`src/rtl/sipo_receiver.sv`:
```
// LSB-first serial-in/parallel-out receiver with a double-buffered
// holding register, valid/ack handshake and sticky overrun flag.
module sipo_receiver #(
  parameter int WIDTH = 4
) (
  input  logic                     clk,
  input  logic                     reset,
  input  logic                     clear,
  input  logic                     serialIn,
  input  logic                     shiftEN,
  input  logic                     ack,
  output logic [WIDTH-1:0]         content,
  output logic                     valid,
  output logic                     overrun,
  output logic [$clog2(WIDTH)-1:0] count
);

  localparam int CW = $clog2(WIDTH);
  localparam logic [CW-1:0] LAST = CW'(WIDTH - 1);

  // bit 0 of the shift path is never read back, so only the upper bits are kept
  logic [WIDTH-1:1] sreg;
  logic [WIDTH-1:0] word;
  logic             sample;
  logic             done;

  assign word   = {serialIn, sreg};
  assign sample = shiftEN && !clear;
  assign done   = sample && (count == LAST);

  always_ff @(posedge clk) begin
    if (reset) begin
      sreg    <= '0;
      count   <= '0;
      content <= '0;
      valid   <= 1'b0;
      overrun <= 1'b0;
    end else begin
      if (clear) begin
        sreg    <= '0;
        count   <= '0;
        overrun <= 1'b0;
      end else if (shiftEN) begin
        sreg  <= word[WIDTH-1:1];
        count <= done ? '0 : count + 1'b1;
      end

      // an ack on the completion edge frees the holding register for the new word
      if (done) begin
        if (!valid || ack) begin
          content <= word;
          valid   <= 1'b1;
        end else begin
          overrun <= 1'b1;
        end
      end else if (ack) begin
        valid <= 1'b0;
      end
    end
  end

endmodule

```
`config.mk`:
```
export PLATFORM = sky130hd
export DESIGN_NAME = sipo_receiver
export DESIGN_NICKNAME = d
export VERILOG_FILES = /design/src/rtl/sipo_receiver.sv
export SDC_FILE = /design/constraint.sdc
export NUM_CORES = 1
export LEC_CHECK = 0
export BUFFER_PORTS_ARGS = -buffer_cell sky130_fd_sc_hd__buf_2
export CAP_MARGIN = 40
export CORE_AREA = 5 5 42 44
export CTS_CLUSTER_DIAMETER = 60
export CTS_CLUSTER_SIZE = 24
export DETAILED_ROUTE_END_ITERATION = 6
export DIE_AREA = 0 0 47 49
export HOLD_SLACK_MARGIN = 0.03
export PLACE_DENSITY = 0.61
export SYNTH_ARGS = -nofsm -noshare
export SYNTH_HDL_FRONTEND = slang
export SYNTH_SLANG_ARGS = --single-unit
```
`constraint.sdc`:
```
create_clock -name clk -period 1.1 [get_ports clk]
set_input_delay 0.22 -clock clk [delete_from_list [all_inputs] [get_ports clk]]
set_output_delay 0.22 -clock clk [all_outputs]
set_load 0.02 [all_outputs]
```
## Word level (Yosys, flattened, before mapping)

Cells that the tools add are included.

- Register bits after elaboration: 11
- Logic and storage cells: 24
- Output and inout port bits: 8

- Muxes and demuxes: 7
- Equal/unequal tests: 2
- Reductions and logical operators: 9
- $add $sub $neg: 1

Operators with widths:

| cell | number |
|---|---|
| $mux 1 | 6 |
| $reduce_and 2->1 | 2 |
| $add 2x1->2 const B | 1 |
| $eq 2x2->1 const B | 1 |
| $logic_and 1x1->1 | 2 |
| $logic_not 1->1 | 2 |
| $mux 2 | 1 |
| $ne 2x1->1 const B | 1 |
| $reduce_bool 2->1 | 1 |
| $reduce_or 2->1 | 1 |
| $logic_or 1x1->1 | 1 |

## Depth between registers and ports, before layout

- Depth after elaboration: 5
- Depth in mapped cells: 4

## Worst setup path after synthesis

OpenSTA, ideal clock, no wires.

- Kind: register -> register
- Start point: register count[0]
- End point: register content[0]
- Data arrival time: 1,194 ps
- Clock period less this slack: 1,265 ps
- Setup time: 72 ps
- Setup slack: -165 ps
- Cell stages (with the launch flop): 5
- Cell sequence: dfxtp_1 ha_1 nand2_4 nor3_4 mux2i_1

- Word-level cells in the longest chain between the ends: 3

Ends and longest elaborated chain:

| element | line | RTL |
|---|---|---|
| start, declared | 15 | `output logic [$clog2(WIDTH)-1:0] count` |
| start signal, assigned | 45 | `count <= done ? '0 : count + 1'b1;` |
| $eq 2x2->1 | 29 | `assign done = sample && (count == LAST);` |
| $logic_and 1x1->1 | 29 |  |
| $reduce_and 2->1 (no line) | - |  |
| end signal, assigned | 51 | `content <= word;` |
| end, declared | 12 | `output logic [WIDTH-1:0] content,` |

Every way passes these cells.
A chain may end at the register's enable or synchronous reset.

## Worst setup path in the final report

- Start point: register count[1]
- End point: register content[3]

The elaborated chain is that of the path after synthesis.

==> flow_metrics.tcl <==
set metrics [dict create \
    status "completed" \
    viasPerCell 4.63 \
    synthArstFlopShare 0 \
    synth_seq_area_share 0.457 \
    finalHoldViolations 0 \
    crit_path_start_kind "flop" \
    path_max_fanout 4 \
    clkPwrFrac 0.378 \
    port_buffers 13 \
    post-cts-setup-buffer-count 0 \
    skew_ps 2.71 \
    drc 0 \
    synth_area_um2 482 \
    dieArea_um2 2300 \
    dp_slack_ps -37.7 \
    ir_drop_mv 0.702 \
    tightest_slew_ps 288 \
    rsz0062_at_grt "true" \
    cts.reportedPaths.clkPinSlew_ps 70 \
    grt_pass1_wl_mm 1.39 \
    synth.distinct_cells 13 \
    worstPathArrival_ps 1290 \
    gr-total-overflow 0 \
    antenna_found_initial 0 \
    wire_per_inst_um 10.7 \
    fin_util 0.463 \
    period_share 0.990 \
    p_seq_frac 0.539 \
    cts_made_buffers 3 \
    cts.sinks 11 \
    dr.pass1.iters 4 \
    synth_area_per_cell_um2 10.7 \
    internal_power_mw 0.566 \
    die_w_um 47 \
    synth_flop_cell "dfxtp_1" \
    grt_max_degree 11 \
    start_util 0.344 \
    dp_cells 76 \
    rows 14 \
    yosys.area.top_type "dfxtp_1" \
    worst_setup_path_end_kind "flop" \
    dp.final_hpwl_um 669 \
    worst_slack_ps 11.1 \
    clock_latency_ps 270 \
    worstSetupPathType "flop to flop" \
    p_leak_nw 0.280 \
    synth_top_cell_area_share 0.457 \
    cellPowerDensity_nw_per_um2 1150 \
    drive_above_1_share 0.422 \
    post-route-min-period_ps 1090 \
    synth.most_common_cell "dfxtp_1" \
    syn-num-nets 52 \
    drtIter0Drc 1 \
    areaGrowthSynthToFinish_pct 34.8 \
    die_y_um 49 \
    clk_path_buf_depth 2 \
    grt_usage 0.0843 \
    relSlewSlack 0.807 \
    synth_area_leaders "dfxtp_1 46%, mux2i_1 19%, nand2b_1 10%, nor2_1 6.2%, nor3_4 3.4%" \
    design.core.area_um2 1400 \
    worstPathRequired_ps 1310 \
    nNetsFinal 72 \
    place_congestion 0.645 \
    cts_tree "built" \
    yosys_register_bits 11 \
    fin_total_pwr_mw 0.746 \
    via_count 370 \
    maxCapViolCount 0 \
    synth_edf_count 0 \
    drv_slew 0 \
    io_pins 14 \
    htreeDepth 1 \
    synth_top_cells_by_count "11 x dfxtp_1, 9 x mux2i_1, 8 x nand2b_1, 8 x nor2_1" \
    synth_cells 45 \
    ys_warn_count 0 \
    clock.fmax_ghz 0.918 \
    stdcell_count 80 \
    root_buffer "clkbuf_4" \
    pwr-share-comb 0.083 \
    final_antenna_net_count 0 \
    postCtsHoldBufs 0 \
    swShare 0.242 \
    setup_viol 0 \
    switchingPower_mw 0.180 \
    hold_class "primary input to flop" \
    first_global_vias 331 \
    finalWirelength_um 853 \
    finalSetupTns_ps 0 \
    num_antenna_cells 0 \
]
power groups by stage:
stage          clock, mW  combinational, mW  sequential (mW)
6_report           0.282             0.0618            0.403
2_1_floorplan          0             0.0308            0.415
3_5_place_dp           0             0.0576            0.412
5_1_grt            0.314             0.0686            0.403
3_3_place_gp           0             0.0572            0.412
4_1_cts            0.293             0.0628            0.403
cell type report:
cell class,instances,area [um2]
flip-flops and latches,11,228
fillers,149,752
clock inverters,1,5.00
repair buffers,17,115
multi-input cells,32,259
clock buffers,3,22.5
well taps,16,20.0
cell families (layout without fill, tap and decap cells):
| logic type | after synthesis | after routing | synth area share |
|---|---|---|---|
| simple gates | 20 | 20 | 0.265 |
| flops | 11 | 11 | 0.457 |
| mux | 9 | 9 | 0.187 |
| compound gates | 2 | 2 | 0.0338 |
| buf+inv | 2 | 21 | 0.0312 |
| fa+ha+maj | 1 | 1 | 0.0260 |
through the flow:
step                      hold slack, ps  instance area, um2
final                                198                 649
after global routing                 216                 649
after CTS                            193                 649
after detailed placement             463                 602
after global placement               444                 602
after floorplan                      292                 502
routing by layer:
layer  global-route usage  wire, um
met3               0.0590        79
met2                0.118       402
met1                0.101       361
met5                    0         0
met4               0.0276         8
layout by cell type, fill, tap and decap left out, drive strengths merged:
cell / n
a31oi: 1
buf: 17
clkbuf: 3
clkinv: 1
dfxtp: 11
ha: 1
mux2i: 9
nand2: 1
nand2b: 8
nor2: 8
nor2b: 1
nor3: 1
o21ba: 1
or2: 1
registers in the layout, indices dropped and copies added (netlist names):
register	cells
sreg	3
overrun	1
valid	1
content	4
count	2
worst paths after layout:
path            start    endpoint  slack, ps  cells past startpoint
max          count[1]  content[3]         10                      4
min reg2reg   overrun     overrun        470                      2
min          serialIn     sreg[3]        200                      3
max reg2reg  count[1]  content[3]         10                      4
what timing repair did:
action	4_1_cts	5_1_grt
pin swaps	1	0
setup endpoints to repair	6	6
gates resized for setup	6	0
worst max-delay path, stage by stage, from the launching register on:
cell and delay [ps]:
dfxtp_4 370, ha_4 140, nand2_4 50, nor3_4 230, mux2i_1 220
Note: power is estimated with default switching activity, not from simulation.
